===== config.mk =====
export PLATFORM = sky130hd
export DESIGN_NAME = uart_tx
export DESIGN_NICKNAME = d
export VERILOG_FILES = /design/src/rtl/uart_pkg.sv /design/src/rtl/uart_baud_gen.sv /design/src/rtl/uart_tx.sv
export SDC_FILE = /design/constraint.sdc
export NUM_CORES = 1
export LEC_CHECK = 0
export CELL_PAD_IN_SITES_DETAIL_PLACEMENT = 1
export CELL_PAD_IN_SITES_GLOBAL_PLACEMENT = 2
export CORE_MARGIN = 2
export CORE_UTILIZATION = 40
export CTS_CLUSTER_DIAMETER = 50
export CTS_CLUSTER_SIZE = 24
export DETAILED_ROUTE_END_ITERATION = 10
export GPL_TIMING_DRIVEN = 0
export PLACE_DENSITY_LB_ADDON = 0.08
export REMOVE_ABC_BUFFERS = 1
export SLEW_MARGIN = 15
export SYNTH_ARGS = -nofsm -noshare
export SYNTH_HDL_FRONTEND = slang
export SYNTH_SLANG_ARGS = --single-unit

===== constraint.sdc =====
create_clock -name clock -period 2.8 [get_ports clock]
set_input_delay 0.7 -clock clock [delete_from_list [all_inputs] [get_ports clock]]
set_output_delay 0.7 -clock clock [all_outputs]
set_load 0.05 [all_outputs]

===== src/rtl/uart_pkg.sv =====
// Shared UART definitions: transmitter state encoding, parity modes and default bit timing.
package uart_pkg;

  typedef enum logic [4:0] {
    UART_TX_IDLE   = 5'b00001,
    UART_TX_START  = 5'b00010,
    UART_TX_DATA   = 5'b00100,
    UART_TX_PARITY = 5'b01000,
    UART_TX_STOP   = 5'b10000
  } uart_tx_state_t;

  localparam int PARITY_NONE = 0;
  localparam int PARITY_EVEN = 1;
  localparam int PARITY_ODD  = 2;

  // 50 MHz system clock at 115200 baud
  localparam int UART_CLKS_PER_BIT = 434;

  function automatic logic parity_bit(input logic [7:0] data, input int mode);
    return (mode == PARITY_ODD) ? ~(^data) : ^data;
  endfunction

endpackage


===== src/rtl/uart_baud_gen.sv =====
// Restartable bit-period counter: o_bit_tick is high in the last cycle of every bit period.
module uart_baud_gen
  import uart_pkg::*;
#(
  parameter int CLKS_PER_BIT = UART_CLKS_PER_BIT
) (
  input  logic clock,
  input  logic reset,
  input  logic i_clear,
  output logic o_bit_tick
);

  localparam int CNT_W = (CLKS_PER_BIT > 1) ? $clog2(CLKS_PER_BIT) : 1;
  localparam logic [CNT_W-1:0] LAST = CNT_W'(CLKS_PER_BIT - 1);

  logic [CNT_W-1:0] r_count;

  always_ff @(posedge clock or negedge reset) begin
    if (!reset) begin
      r_count <= '0;
    end else if (i_clear || (r_count == LAST)) begin
      r_count <= '0;
    end else begin
      r_count <= r_count + 1'b1;
    end
  end

  assign o_bit_tick = (r_count == LAST);

endmodule


===== src/rtl/uart_tx.sv =====
// UART transmitter: start bit, 8 data bits LSB first, optional parity, 1 or 2 stop bits.
module uart_tx
  import uart_pkg::*;
#(
  parameter int CLKS_PER_BIT = UART_CLKS_PER_BIT,
  parameter int PARITY       = PARITY_NONE,
  parameter int STOP_BITS    = 1
) (
  input  logic       clock,
  input  logic       reset,
  input  logic [7:0] tx_data,
  input  logic       tx_ready,
  output logic       tx_done,
  output logic       tx
);

  localparam logic [2:0] STOP_LAST = 3'(STOP_BITS - 1);

  uart_tx_state_t r_state;
  logic           r_tx_ready_last;
  logic [2:0]     r_bit_cnt;
  logic [7:0]     r_shift;
  logic           r_parity;
  logic           r_tx;
  logic           r_tx_done;
  logic           w_edge;
  logic           w_accept;
  logic           w_bit_tick;
  logic           w_shift_en;

  assign w_edge     = tx_ready && !r_tx_ready_last;
  assign w_accept   = w_edge && (r_state == UART_TX_IDLE);
  assign w_shift_en = w_bit_tick && ((r_state == UART_TX_START) || (r_state == UART_TX_DATA));

  // Bit period restarts on accept so the start bit is a full period long
  uart_baud_gen #(
    .CLKS_PER_BIT(CLKS_PER_BIT)
  ) u_baud (
    .clock     (clock),
    .reset     (reset),
    .i_clear   (w_accept),
    .o_bit_tick(w_bit_tick)
  );

  always_ff @(posedge clock) begin
    if (w_accept) begin
      r_shift  <= tx_data;
      r_parity <= parity_bit(tx_data, PARITY);
    end else if (w_shift_en) begin
      r_shift <= {1'b0, r_shift[7:1]};
    end
  end

  always_ff @(posedge clock or negedge reset) begin
    if (!reset) begin
      r_state         <= UART_TX_IDLE;
      r_tx_ready_last <= 1'b0;
      r_bit_cnt       <= 3'd0;
      r_tx            <= 1'b1;
      r_tx_done       <= 1'b1;
    end else begin
      r_tx_ready_last <= tx_ready;
      case (r_state)
        UART_TX_IDLE: begin
          r_tx      <= 1'b1;
          r_tx_done <= 1'b1;
          r_bit_cnt <= 3'd0;
          if (w_edge) begin
            r_tx      <= 1'b0;
            r_tx_done <= 1'b0;
            r_state   <= UART_TX_START;
          end
        end
        UART_TX_START: begin
          if (w_bit_tick) begin
            r_tx      <= r_shift[0];
            r_bit_cnt <= 3'd0;
            r_state   <= UART_TX_DATA;
          end
        end
        UART_TX_DATA: begin
          if (w_bit_tick) begin
            if (r_bit_cnt == 3'd7) begin
              r_bit_cnt <= 3'd0;
              if (PARITY != PARITY_NONE) begin
                r_tx    <= r_parity;
                r_state <= UART_TX_PARITY;
              end else begin
                r_tx    <= 1'b1;
                r_state <= UART_TX_STOP;
              end
            end else begin
              r_tx      <= r_shift[0];
              r_bit_cnt <= r_bit_cnt + 3'd1;
            end
          end
        end
        UART_TX_PARITY: begin
          if (w_bit_tick) begin
            r_tx      <= 1'b1;
            r_bit_cnt <= 3'd0;
            r_state   <= UART_TX_STOP;
          end
        end
        UART_TX_STOP: begin
          if (w_bit_tick) begin
            if (r_bit_cnt == STOP_LAST) begin
              r_bit_cnt <= 3'd0;
              r_tx_done <= 1'b1;
              r_state   <= UART_TX_IDLE;
            end else begin
              r_bit_cnt <= r_bit_cnt + 3'd1;
            end
          end
        end
        default: begin
          r_tx      <= 1'b1;
          r_tx_done <= 1'b1;
          r_bit_cnt <= 3'd0;
          r_state   <= UART_TX_IDLE;
        end
      endcase
    end
  end

  assign tx      = r_tx;
  assign tx_done = r_tx_done;

endmodule


==> results of run 1 <==
## layout make-up
class | instances | area (µm²)
Clock buffer | 3 | 22.52
Clock inverter | 1 | 8.758
Fill cell | 377 | 1744
Inverter | 8 | 30.03
Multi-Input combinational cell | 87 | 634.4
Sequential cell | 27 | 719.4
Tap cell | 46 | 57.56
Timing Repair Buffer | 12 | 120.1
## state kept, by name (all words and copies together), names as in the netlist
| name | flops |
|---|---|
| r_state | 4 |
| r_bit_cnt | 3 |
| r_tx_ready_last | 1 |
| u_baud.r_count | 9 |
| tx_done | 1 |
| r_shift | 8 |
| tx | 1 |
## through the flow
| step | total power [mW] | utilization, % | worst slack, ns | area [µm²] | hold slack, ns |
|---|---|---|---|---|---|
| CTS | 1.361 | 47.73 | 0.3856 | 1593 | 0.5344 |
| global route | 1.458 | 47.73 | 0.3429 | 1593 | 0.5668 |
| global placement | 1.150 | 46.79 | 0.5084 | 1562 | 0.4959 |
| finish | 1.333 | 47.73 | 0.4153 | 1593 | 0.5245 |
| floorplan | 1.025 | - | 1.191 | 1384 | 0.4044 |
| detailed placement | 1.168 | 46.79 | 0.4564 | 1562 | 0.5125 |
## metal layers
metal / vias to the layer above / wire length (µm) / track usage, %
li1: 470 / - / -
met1: 481 / 1199 / 20.00
met2: 9 / 1356 / 25.80
met3: 2 / 56 / 2.321
met4: 0 / 20 / 5.000
met5: - / 0 / 0
## cell families after synthesis
group / Yosys count
simple gates: 47
flops: 27
compound gates: 16
mux: 10
buf+inv: 10
fa+ha+maj: 5
xor+xnor: 9
## layout by cell type (no fill, tap or decap), types with 2 or more instances in the layout
master	n
dfrtp_1	16
nor2_1	14
clkdlybuf4s50_1	12
inv_1	8
nand2_1	8
edfxtp_1	8
mux2_2	7
nand3_1	6
xnor2_1	5
ha_1	5
xor2_1	4
o21ai_0	4
clkbuf_4	3
dfstp_2	3
nand4b_1	2
nand4_1	2
nor3_1	2
and3_1	2
o211ai_1	2
a2bb2oi_1	2
mux2i_1	2
## worst max path at each step
stage	to	slack, ns	depth (start not counted)
3_5_place_dp	u_baud.r_count[6]	0.46	5
6_report	tx_done	0.42	1
4_1_cts	tx_done	0.39	1
5_1_grt	tx_done	0.34	1
2_1_floorplan	r_shift[0]	1.19	5
3_3_place_gp	u_baud.r_count[8]	0.51	5
## Yosys cell counts (3+ instances only)
library cell and instances:
dfrtp_1 16, nor2_1 14, edfxtp_1 8, inv_1 8
nand2_1 8, mux2_2 7, nand3_1 6, ha_1 5
xnor2_1 5, o21ai_0 4, xor2_1 4, dfstp_2 3
## power by group
part / total (mW) / leakage (nW) / internal (mW) / switching, mW
logic: 0.513 / 0.309 / 0.234 / 0.279
clock network: 0.181 / 0.0183 / 0.0583 / 0.122
registers: 0.640 / 0.317 / 0.534 / 0.106
total: 1.33 / 0.644 / 0.826 / 0.507
==> out/results.ini, run 1 <==
[critical_path]
required_ns = 2.10
reg2reg_from = u_baud.r_count[1]
crit_path_end_kind = output pin
worstSetupPathType = flip-flop to output pin
critPathSlowestCell = clkdlybuf4s50_1
cp_num_buf_inv = 1
worstPathArrival_ns = 1.68
critical-path-top-delay-family = buffers and inverters
path_cells = clkdlybuf4s50_1
reg2reg_depth = 5
startpoint = tx_done
cp_max_fo = 3
crit_path_max_incr_delay_ns = 0.80
start_kind = flip-flop
regToRegEndpoint = r_shift[0]
r2r_slack_ns = 0.93

[synthesis]
postSynth.asyncResetShare_pct = 70.37
synth.top_cell.area_share_pct = 28.67
synth_compound_area_share_pct = 7.975
avgSynthCellArea_um2 = 11.26
synth-simple-area-share_pct = 19.44
netlist_top_cells_area = dfrtp_1, edfxtp_1, dfstp_2
synth_cell_type_count = 41
synth_edf_count = 8
syn_area_um2 = 1396
synth_flop_cell = dfrtp_1
synth_xor_area_share_pct = 5.645
synth_top_family_by_area = simple AND/OR/NAND/NOR gates
ys_seq_elements = 27
yosys.area.top_type = dfrtp_1
synth_cells = 124
muxShareOfSynthArea_pct = 7.885
ys_seq_area_share_pct = 51.52
synth-adder-area-share_pct = 4.480
synth_warnings = 0

[clock_network]
cts_hold_buf = 0
cts_setup_buffers = 0
clock_sinks = 27
cts_max_path_buffers = 2
insertion_delay_ns = 0.33
cts_tree = built
cts.clk_slew.worst_paths_ns = 0.16
cts_made_buffers = 3
root_buffer = clkbuf_4
post_cts_resized = 0
htreeDepth = 1

[cells_and_area]
antenna_cells = 0
drive_above_1_share_pct = 13.04
fin_cells = 184
nNetsFinal = 155
areaGrowthSynthToFinish_pct = 14.07

[power]
p_per_area_nw_per_um2 = 837.1
vdd_drop_max_mv = 0.3835
p_leak_nw = 0.6443

[drt]
via_per_inst = 5.228
vias = 962
totalWireLength_um = 2632
ant_nets = 0
dr.pass1.iters = 4
drc = 0
wire_per_inst_um = 14.30
drt-initial-drc-count = 21

[global_routing]
track_usage_pct = 15.25
antenna_found_initial = 0
grt_pass1_vias = 1044
grt_pass1_wl_um = 4795
grt_overflow_total = 0
grt_max_degree = 20

[floorplanning]
core_area_um2 = 3337
ios = 13
std_cell_rows = 21
dieArea_um2 = 3980
start_util_pct = 41.84
die_h_um = 63.09
die_w_um = 63.09

[timing]
tightest_slew_ns = 0.9260
rsz0062_at_grt = false
finalCritPeriodShare_pct = 85.17
max_freq_mhz = 419.3
finalHoldViolCount = 0
skew_ns = 0.009857
slew_viol_final = 0
fin_crit_ns = 2.385
final.setup.tns_ns = 0
setup_viol = 0
slew_headroom_pct = 38.07

[placed_design]
routabilityCongestion = 0.7859
post-dp-hpwl_um = 1981
dpl.cell_count = 180
io_buffers = 12

[status]
outcome = completed

[min_path]
hold_class = flip-flop to flip-flop
hold_path_end = u_baud.r_count[0]
min_from = u_baud.r_count[0]
whs_path_depth = 1

[flow_run]
cap_violations = 0

No activity file was read; power rests on OpenSTA's default activity.
==> run 2, diff against run 1 <==
--- a/config.mk
+++ b/config.mk
@@ -6,9 +6,9 @@
 export NUM_CORES = 1
 export LEC_CHECK = 0
 export CELL_PAD_IN_SITES_DETAIL_PLACEMENT = 1
-export CELL_PAD_IN_SITES_GLOBAL_PLACEMENT = 2
+export CELL_PAD_IN_SITES_GLOBAL_PLACEMENT = 1
 export CORE_MARGIN = 2
-export CORE_UTILIZATION = 40
+export CORE_UTILIZATION = 48
 export CTS_CLUSTER_DIAMETER = 50
 export CTS_CLUSTER_SIZE = 24
 export DETAILED_ROUTE_END_ITERATION = 10
==> run 2 against run 1 <==
Effect of this change: register-to-register slack worse by 0.11 ns; sequential power barely moved; power increased by 0.19%; via count rose by 0.21%; first-iteration DRC count is 57% lower; clock power is 6% lower; global-route usage increased by 3.9 points; core utilization rose by 9.3 points; highest routed layer unchanged.
==> out/results.ini, run 2 (same netlist as run 1, synthesis figures left out) <==
[drt]
dr.pass1.iters = 4  ; unchanged
wire_per_inst_um = 16.44  ; was 14.30 µm
ant_nets = 0  ; unchanged
drt-initial-drc-count = 9  ; was 21
drc = 0  ; unchanged
via_per_inst = 5.704  ; was 5.228
vias = 964  ; was 962
totalWireLength_um = 2779  ; was 2632 µm

[cells_and_area]
layout.cells.most_common_list = dfrtp_1, nor2_1, clkdlybuf4s50_1  ; unchanged
largest_reg_flops = 9  ; unchanged
largest-register = u_baud.r_count  ; unchanged
drive_above_1_share_pct = 13.04  ; unchanged
antenna_cells = 0  ; unchanged
fin_util_pct = 57.03  ; was 47.73%
final_common_cell = dfrtp_1  ; unchanged
fin_cells = 169  ; was 184
areaGrowthSynthToFinish_pct = 12.63  ; was 14.07%
nNetsFinal = 155  ; unchanged
largest_registers = u_baud.r_count (9), r_shift (8), r_state (4)  ; unchanged

[critical_path]
required_ns = 2.10  ; about the same
critPathSlowestCell = clkdlybuf4s50_1  ; unchanged
crit_path_end_kind = output pin  ; unchanged
r2r_slack_ns = 0.82  ; was 0.93 ns
cp_num_buf_inv = 1  ; unchanged
start_kind = flip-flop  ; unchanged
critical-path-top-delay-family = buffers and inverters  ; unchanged
worstSetupPathType = flip-flop to output pin  ; unchanged
path_cells = clkdlybuf4s50_1  ; unchanged
worstPathArrival_ns = 1.69  ; was 1.68 ns
cp_max_fo = 3  ; unchanged
crit_path_max_incr_delay_ns = 0.80  ; about the same

[clock_network]
cts_setup_buffers = 0  ; unchanged
post_cts_resized = 0  ; unchanged
cts_max_path_buffers = 2  ; unchanged
cts_made_buffers = 3  ; unchanged
root_buffer = clkbuf_4  ; unchanged
cts_hold_buf = 0  ; unchanged
insertion_delay_ns = 0.32  ; was 0.33 ns
cts.clk_slew.worst_paths_ns = 0.15  ; was 0.16 ns
clock_sinks = 27  ; unchanged
htreeDepth = 1  ; unchanged
cts_tree = built  ; unchanged

[timing]
skew_ns = 0.006869  ; was 0.009857 ns
finalCritPeriodShare_pct = 85.29  ; was 85.17%
tightest_slew_ns = 0.9242  ; was 0.9260 ns
hold_ws_ns = 0.5321  ; was 0.5245 ns
setup_viol = 0  ; unchanged
fin_crit_ns = 2.388  ; was 2.385 ns
rsz0062_at_grt = false  ; unchanged
max_freq_mhz = 418.7  ; was 419.3 MHz
final.setup.tns_ns = 0  ; unchanged
finalHoldViolCount = 0  ; unchanged
slew_headroom_pct = 38.19  ; was 38.07%
slew_viol_final = 0  ; unchanged

[global_routing]
antenna_found_initial = 0  ; unchanged
track_usage_pct = 19.20  ; was 15.25%
top_usage_layer = met2  ; unchanged
grtUsageMet2_pct = 35.55  ; was 25.80%
use_met1_pct = 24.02  ; was 20.00%
grt_max_degree = 20  ; unchanged
grt_pass1_vias = 1110  ; was 1,044
grt_overflow_total = 0  ; unchanged
use_met3_pct = 2.902  ; was 2.321%
grt_pass1_wl_um = 4947  ; was 4795 µm

[floorplanning]
start_util_pct = 50.64  ; was 41.84%
core_area_um2 = 2758  ; was 3337 µm²
ios = 13  ; unchanged
die_w_um = 57.94  ; was 63.09 µm
dieArea_um2 = 3356  ; was 3980 µm²
std_cell_rows = 19  ; was 21
die_h_um = 57.94  ; was 63.09 µm

[power]
vdd_drop_max_mv = 0.6032  ; was 0.3835 mV
p_per_area_nw_per_um2 = 849.4  ; was 837.1 nW/µm²
p_leak_nw = 0.6400  ; was 0.6443 nW

[flow_run]
cap_violations = 0  ; unchanged

[min_path]
hold_class = flip-flop to flip-flop  ; unchanged

[status]
outcome = completed  ; unchanged

[placed_design]
routabilityCongestion = 0.7567  ; was 0.7859
post-dp-hpwl_um = 2180  ; was 1981 µm
dpl.cell_count = 165  ; was 180
io_buffers = 12  ; unchanged

## run 2: final timing paths
path | start | to | depth (start not counted)
worst max-delay path | tx_done | tx_done | 1
worst min-delay path | u_baud.r_count[0] | u_baud.r_count[0] | 1
worst max register to register | r_bit_cnt[0] | tx_done | 6
worst min register to register | u_baud.r_count[0] | u_baud.r_count[0] | 1
max in group asynchronous | reset | u_baud.r_count[4] | 1
min in group asynchronous | reset | r_state[4] | 1
## run 2: cell type report
class	instances	area, µm²
Fill cell	308	1185
Sequential cell	27	719.4
Multi-Input combinational cell	87	634.4
Timing Repair Buffer	12	120.1
Tap cell	31	38.79
Inverter	8	30.03
Clock buffer	3	22.52
Clock inverter	1	7.507
## run 2: metrics by stage
step | power (mW) | cell area, µm² | setup slack [ns]
6_report | 1.336 | 1573 | 0.4117
3_5_place_dp | 1.178 | 1543 | 0.4206
2_1_floorplan | 1.025 | 1384 | 1.191
4_1_cts | 1.350 | 1573 | 0.3961
5_1_grt | 1.442 | 1573 | 0.3618
3_3_place_gp | 1.144 | 1543 | 0.5256
## run 2: per-layer routing
layer / wire length (µm) / vias up / share of wire [%]
met1: 1261 / 479 / 45
met2: 1455 / 12 / 52
li1: - / 470 / -
met5: 0 / - / 0
met4: 14 / 0 / 0.50
met3: 48 / 3 / 1.7
## run 2: where the power goes
| group | switching [mW] | internal, mW |
|---|---|---|
| combinational | 0.287 | 0.235 |
| clock | 0.116 | 0.0546 |
| sequential | 0.108 | 0.534 |
